`config.mk`:
```
export PLATFORM = sky130hd
export DESIGN_NAME = pad_display_controller
export DESIGN_NICKNAME = d
export VERILOG_FILES = /design/src/rtl/pad_display_controller.sv
export SDC_FILE = /design/constraint.sdc
export NUM_CORES = 1
export LEC_CHECK = 0
export CORE_UTILIZATION = 39
export DETAILED_ROUTE_END_ITERATION = 12
export MAX_ROUTING_LAYER = met4
export PLACE_DENSITY = 0.85
export SLEW_MARGIN = 20
export SYNTH_ARGS = -nofsm -noshare
export SYNTH_HDL_FRONTEND = slang
export SYNTH_SLANG_ARGS = --single-unit
```
`constraint.sdc`:
```
create_clock -name clk -period 1.8 [get_ports clk]
set_input_delay 0.36 -clock clk [delete_from_list [all_inputs] [get_ports clk]]
set_output_delay 0.36 -clock clk [all_outputs]
set_load 0.01 [all_outputs]
```
`src/rtl/pad_display_controller.sv`:
```
// -----------------------------------------------------------------------------
// pad_display_controller
//
// Purpose:
//   Simon pad renderer. Produces the registered 12-bit VGA pixel colour for a
//   rectangular pad window plus a button-driven background. A small flash
//   sequencer accepts a pad index from the game FSM (valid/ready), lights that
//   pad for FLASH_TICKS frame ticks, blanks it for GAP_TICKS ticks, then pulses
//   flash_done for one clock.
//
// Ports:
//   clk         in   system/pixel clock, rising edge
//   rst         in   asynchronous active-high reset
//   tick        in   one-clock frame strobe; qualifies all timing and bg updates
//   bright      in   high inside the visible area
//   hCount      in   [9:0] horizontal pixel counter
//   vCount      in   [9:0] vertical line counter
//   img_color   in   [11:0] idle pad artwork from image ROM
//   show_valid  in   request to flash pad show_idx
//   show_idx    in   [IDX_W-1:0] pad to flash (1..NUM_PADS, others dropped)
//   show_ready  out  high when a request can be accepted (IDLE)
//   btn         in   [NUM_PADS-1:0] player buttons, bit i = pad i+1
//   busy        out  high in FLASH or GAP
//   flash_done  out  one-clock pulse in the first IDLE cycle after a sequence
//   rgb         out  [11:0] registered pixel colour
//   background  out  [11:0] registered background colour
// -----------------------------------------------------------------------------
module pad_display_controller #(
    parameter int          NUM_PADS    = 4,
    parameter int          IDX_W       = 3,
    parameter int          BLK_X0      = 144,
    parameter int          BLK_Y0      = 35,
    parameter int          BLK_W       = 640,
    parameter int          BLK_H       = 480,
    parameter int          FLASH_TICKS = 30,
    parameter int          GAP_TICKS   = 10,
    parameter int          CNT_W       = 8,
    parameter logic [11:0] BG_RESET    = 12'hFFF
) (
    input  logic                clk,
    input  logic                rst,
    input  logic                tick,
    input  logic                bright,
    input  logic [9:0]          hCount,
    input  logic [9:0]          vCount,
    input  logic [11:0]         img_color,
    input  logic                show_valid,
    input  logic [IDX_W-1:0]    show_idx,
    output logic                show_ready,
    input  logic [NUM_PADS-1:0] btn,
    output logic                busy,
    output logic                flash_done,
    output logic [11:0]         rgb,
    output logic [11:0]         background
);

    typedef enum logic [1:0] {
        S_IDLE  = 2'd0,
        S_FLASH = 2'd1,
        S_GAP   = 2'd2
    } state_t;

    localparam logic [CNT_W-1:0] FLASH_LD = CNT_W'(FLASH_TICKS);
    localparam logic [CNT_W-1:0] GAP_LD   = CNT_W'(GAP_TICKS);
    localparam logic [CNT_W-1:0] CNT_ONE  = CNT_W'(1);
    localparam logic [IDX_W:0]   MAX_IDX  = (IDX_W+1)'(NUM_PADS);

    // Window bounds widened to 11 bits so an edge at 1023 cannot wrap.
    localparam logic [10:0] X_LO = 11'(BLK_X0);
    localparam logic [10:0] X_HI = 11'(BLK_X0 + BLK_W - 1);
    localparam logic [10:0] Y_LO = 11'(BLK_Y0);
    localparam logic [10:0] Y_HI = 11'(BLK_Y0 + BLK_H - 1);

    function automatic logic [11:0] pad_color(input logic [3:0] idx);
        case (idx)
            4'd1:    pad_color = 12'hF00;
            4'd2:    pad_color = 12'h01F;
            4'd3:    pad_color = 12'hFF0;
            4'd4:    pad_color = 12'h0F0;
            4'd5:    pad_color = 12'hF0F;
            4'd6:    pad_color = 12'h0FF;
            4'd7:    pad_color = 12'hF80;
            4'd8:    pad_color = 12'hFFF;
            default: pad_color = 12'h000;
        endcase
    endfunction

    // Lowest-numbered pressed button wins: scan from the top down so the
    // last assignment is the lowest index.
    function automatic logic [11:0] btn_color(input logic [NUM_PADS-1:0] b);
        logic [11:0] c;
        c = 12'h000;
        for (int i = NUM_PADS - 1; i >= 0; i--) begin
            if (b[i]) c = pad_color(4'(i + 1));
        end
        return c;
    endfunction

    state_t             r_state;
    logic [CNT_W-1:0]   r_cnt;
    logic [IDX_W-1:0]   r_cur_idx;
    logic               r_flash_done;
    logic [11:0]        r_rgb;
    logic [11:0]        r_background;

    state_t             w_next_state;
    logic [CNT_W-1:0]   w_next_cnt;
    logic [IDX_W-1:0]   w_next_idx;
    logic               w_next_done;
    logic               w_idx_ok;
    logic               w_in_blk;
    logic [10:0]        w_h;
    logic [10:0]        w_v;

    assign show_ready = (r_state == S_IDLE);
    assign busy       = (r_state != S_IDLE);
    assign flash_done = r_flash_done;
    assign rgb        = r_rgb;
    assign background = r_background;

    assign w_idx_ok = (show_idx != '0) && ({1'b0, show_idx} <= MAX_IDX);

    assign w_h      = {1'b0, hCount};
    assign w_v      = {1'b0, vCount};
    assign w_in_blk = (w_h >= X_LO) && (w_h <= X_HI) &&
                      (w_v >= Y_LO) && (w_v <= Y_HI);

    // Flash sequencer state register
    always_ff @(posedge clk or posedge rst) begin
        if (rst) begin
            r_state      <= S_IDLE;
            r_cnt        <= '0;
            r_cur_idx    <= '0;
            r_flash_done <= 1'b0;
        end else begin
            r_state      <= w_next_state;
            r_cnt        <= w_next_cnt;
            r_cur_idx    <= w_next_idx;
            r_flash_done <= w_next_done;
        end
    end

    always_comb begin
        w_next_state = r_state;
        w_next_cnt   = r_cnt;
        w_next_idx   = r_cur_idx;
        w_next_done  = 1'b0;
        case (r_state)
            S_IDLE: begin
                // Out-of-range indices are consumed (ready is high) but dropped.
                // A tick coinciding with acceptance is not counted.
                if (show_valid && w_idx_ok) begin
                    w_next_idx   = show_idx;
                    w_next_cnt   = FLASH_LD;
                    w_next_state = S_FLASH;
                end
            end
            S_FLASH: begin
                if (tick) begin
                    if (r_cnt <= CNT_ONE) begin
                        if (GAP_TICKS > 0) begin
                            w_next_cnt   = GAP_LD;
                            w_next_state = S_GAP;
                        end else begin
                            w_next_cnt   = '0;
                            w_next_state = S_IDLE;
                            w_next_done  = 1'b1;
                        end
                    end else begin
                        w_next_cnt = r_cnt - CNT_ONE;
                    end
                end
            end
            S_GAP: begin
                if (tick) begin
                    if (r_cnt <= CNT_ONE) begin
                        w_next_cnt   = '0;
                        w_next_state = S_IDLE;
                        w_next_done  = 1'b1;
                    end else begin
                        w_next_cnt = r_cnt - CNT_ONE;
                    end
                end
            end
            default: begin
                w_next_state = S_IDLE;
                w_next_cnt   = '0;
            end
        endcase
    end

    // Pixel colour and background registers
    always_ff @(posedge clk or posedge rst) begin
        if (rst) begin
            r_rgb        <= 12'h000;
            r_background <= BG_RESET;
        end else begin
            if (!bright)
                r_rgb <= 12'h000;
            else if (w_in_blk && r_state == S_FLASH)
                r_rgb <= pad_color(4'(r_cur_idx));
            else if (w_in_blk && r_state == S_GAP)
                r_rgb <= 12'h000;
            else if (w_in_blk)
                r_rgb <= img_color;
            else
                r_rgb <= r_background;

            if (tick)
                r_background <= btn_color(btn);
        end
    end

endmodule

```
==> results.sh <==
export IMPL_ys_seq_elements=30
export IMPL_end_kind="register"
export IMPL_rsz0062_at_grt="yes"
export IMPL_r2r_cells=6
export IMPL_reg2reg_slack_ps=20
export IMPL_dp_slack_ps=-572
export IMPL_wire_per_inst_um=16.8
export IMPL_cp_start_kind="register"
export IMPL_grt_met3_usage=0.0620
export IMPL_avgSynthCellArea_um2=9.39
export IMPL_drt_pass1_iter_count=4
export IMPL_leakage_nw=1.35
export IMPL_cap_violations=0
export IMPL_synth_top_area_cell="dfrtp_1"
export IMPL_rows=24
export IMPL_grt_start_max_net_pins=31
export IMPL_fin_crit_sh=0.991
export IMPL_syn_to_final_growth_pct=64.1
export IMPL_max_freq_ghz=0.561
export IMPL_crit_required_ps=1970
export IMPL_setup_tns_ps=0
export IMPL_yosysMostFrequentCell="dfrtp_1"
export IMPL_ir_worst_vdd_uv=474
export IMPL_setup_viol=0
export IMPL_numCtsBuffers=5
export IMPL_place_hpwl_mm=3.65
export IMPL_die_area_um2=4920
export IMPL_slew_violations=0
export IMPL_fp_coreArea_um2=4410
export IMPL_place_congestion=0.924
export IMPL_ant_nets=0
export IMPL_drive_gt1_frac=0.306
export IMPL_hold_path_end="r_cur_idx[2]$_DFFE_PP0P_"
export IMPL_clk_pin_slew_ps=70
export IMPL_n_fill_cell=326
export IMPL_htreeDepth=2
export IMPL_clk_latency_ps=290
export IMPL_ios=71
export IMPL_gr_usage_met2=0.345
export IMPL_top_usage_layer="met2"
export IMPL_antenna_found_initial=0
export IMPL_synth_warnings=0
export IMPL_hold_class="in2reg"
export IMPL_ys_seq_area_frac=0.417
export IMPL_wl_mm=5.63
export IMPL_viasPerCell=5.55
export IMPL_setup_ws_ps=16.6
export IMPL_syn_cell_area_um2=1810
export IMPL_synth_cell_types=49
export IMPL_postCtsHoldBufs=0
export IMPL_min_path_cells=2
export IMPL_grt_usage=0.224
export IMPL_ys_top_cells_by_area="dfrtp_1, dfstp_2, nor2_1, o21ai_0, nand2_1"
export IMPL_grt_pass1_vias=1652
export IMPL_powerDensity_nw_per_um2=1020
export IMPL_finalHoldViolations=0
export IMPL_drc=0
export IMPL_min_from="show_idx[2]"
export IMPL_grt_pass1_wl_mm=8.23
export IMPL_slew_headroom=0.664
export IMPL_fin_crit_ps=1780
export IMPL_port_buffer_count=66
export IMPL_syn_nets=239
export IMPL_synth_top_cell_area_share=0.359
export IMPL_clock_skew_ps=9.40
export IMPL_status="completed"
export IMPL_path_max_fanout=4
export IMPL_yosys_top_cells_count="dfrtp_1, nor2_1, nand2_1"
export IMPL_path_class="reg2reg"
export IMPL_rr_endpoint="r_cnt[7]$_DFFE_PP0P_"
export IMPL_dieWidth_um=70.2
export IMPL_num_vias=1864
export IMPL_ys_dominant_reg_cell="dfrtp_1"
export IMPL_synth_edf_count=0
export IMPL_nets=329
export IMPL_r2r_start="r_cnt[0]$_DFFE_PP0P_"
export IMPL_hold_ws_ps=406
export IMPL_cts_tree="done"
export IMPL_die_h_um=70.2
export IMPL_tightest_slew_ps=501
export IMPL_cts_num_sinks=30
export IMPL_drtIter0Drc=179
export IMPL_clk_path_buf_depth=2
export IMPL_async_reset_ff_frac=1.00
export IMPL_start_util=0.410
export IMPL_synth_cells=193
export IMPL_clock_root_buffer="clkbuf_8"
export IMPL_grt_overflow=0
export IMPL_grt_use_met1=0.274
export IMPL_cp_arrival_ps=1960
export IMPL_n_antenna_cell=0
==> repair_timing <==
| item | 4_1_cts | 5_1_grt |
|---|---|---|
| gates cloned | 0 | 0 |
| pin swaps | 10 | 14 |
| endpoints found under the setup margin | 17 | 27 |
| setup buffers | 1 | 4 |
| endpoints found under the hold margin | 0 | 0 |
| resized for setup | 22 | 41 |
==> metrics by stage <==
step	cell area (µm²)	total power, mW	instances	utilization
global route	2970	3.19	336	0.673
floorplan	1810	1.65	193	-
global placement	2660	2.19	324	0.603
finish	2970	3.02	336	0.673
detailed placement	2660	2.23	324	0.603
CTS	2820	2.87	333	0.639
==> layout by cell type (no fill, tap or decap), types with 3 or more instances in the layout <==
cell type	n
nor2_1	17
clkdlybuf4s50_1	45
o21ai_1	7
nor3_1	3
maj3_1	4
o21ai_0	9
a31oi_1	3
a31o_2	4
o31ai_2	3
buf_4	29
dlymetal6s2s_1	14
dfrtp_1	25
inv_1	7
nand2_1	18
nand2b_1	4
dfstp_2	4
buf_6	5
o31ai_1	4
mux2_2	5
clkbuf_8	6
dlygate4sd2_1	7
a21oi_1	8
==> kinds of logic (layout without fill, tap and decap cells) <==
family | Yosys count | count (layout) | synth area share
muxes | 7 | 7 | 0.0421
and+or+nand+nor | 66 | 66 | 0.189
buffers and inverters | 26 | 117 | 0.0746
DFF | 30 | 30 | 0.417
AOI/OAI and AO/OA | 57 | 57 | 0.235
adders and majority gates | 7 | 7 | 0.0414
==> state kept, by name (all words and copies together) (netlist names) <==
signal and cells:
r_state 2, background 4, r_cnt 8, r_cur_idx 3, flash_done 1, rgb 12
==> final cells by class <==
type	instances	area (µm²)	share of cell area
inverters	9	35.0	0.0118
clock inverters	1	5.00	0.00168
clock buffers	7	86.3	0.0290
flip-flops and latches	30	757	0.255
repair buffers	100	961	0.323
multi-input cells	137	1060	0.358
well taps	52	65.1	0.0219
==> layer usage <==
layer	vias up	part of all wire
met1	882	0.40
met3	9	0.070
met4	0	0.017
li1	881	-
met5	-	0
met2	92	0.52
==> critical path, stage by stage, from the launching register on <==
cell	delay, ps
dfrtp_2	450
buf_6	130
or4_4	540
nor4_4	270
nor2_1	60
o21ai_1	120
o21ai_1	80
==> worst max path at each step <==
stage	start	to	slack, ps	depth (start not counted)
floorplan	r_cnt[4]$_DFFE_PP0P_	r_cnt[3]$_DFFE_PP0P_	8	4
global placement	vCount[1]	rgb[6]$_DFF_PP0_	-500	7
detailed placement	vCount[1]	rgb[5]$_DFF_PP0_	-570	6
CTS	r_cnt[7]$_DFFE_PP0P_	r_cnt[3]$_DFFE_PP0P_	-10	5
global route	r_cnt[0]$_DFFE_PP0P_	r_cnt[7]$_DFFE_PP0P_	-60	6
finish	r_cnt[0]$_DFFE_PP0P_	r_cnt[7]$_DFFE_PP0P_	20	6
==> report_power, final <==
part / internal (mW) / switching (mW) / total [mW] / leakage (nW)
clock: 0.308 / 0.267 / 0.575 / 0.0482
combinational: 0.779 / 0.708 / 1.49 / 0.939
sequential: 0.829 / 0.127 / 0.956 / 0.360
total: 1.92 / 1.10 / 3.02 / 1.35
Note: power is estimated with default switching activity, not from simulation.
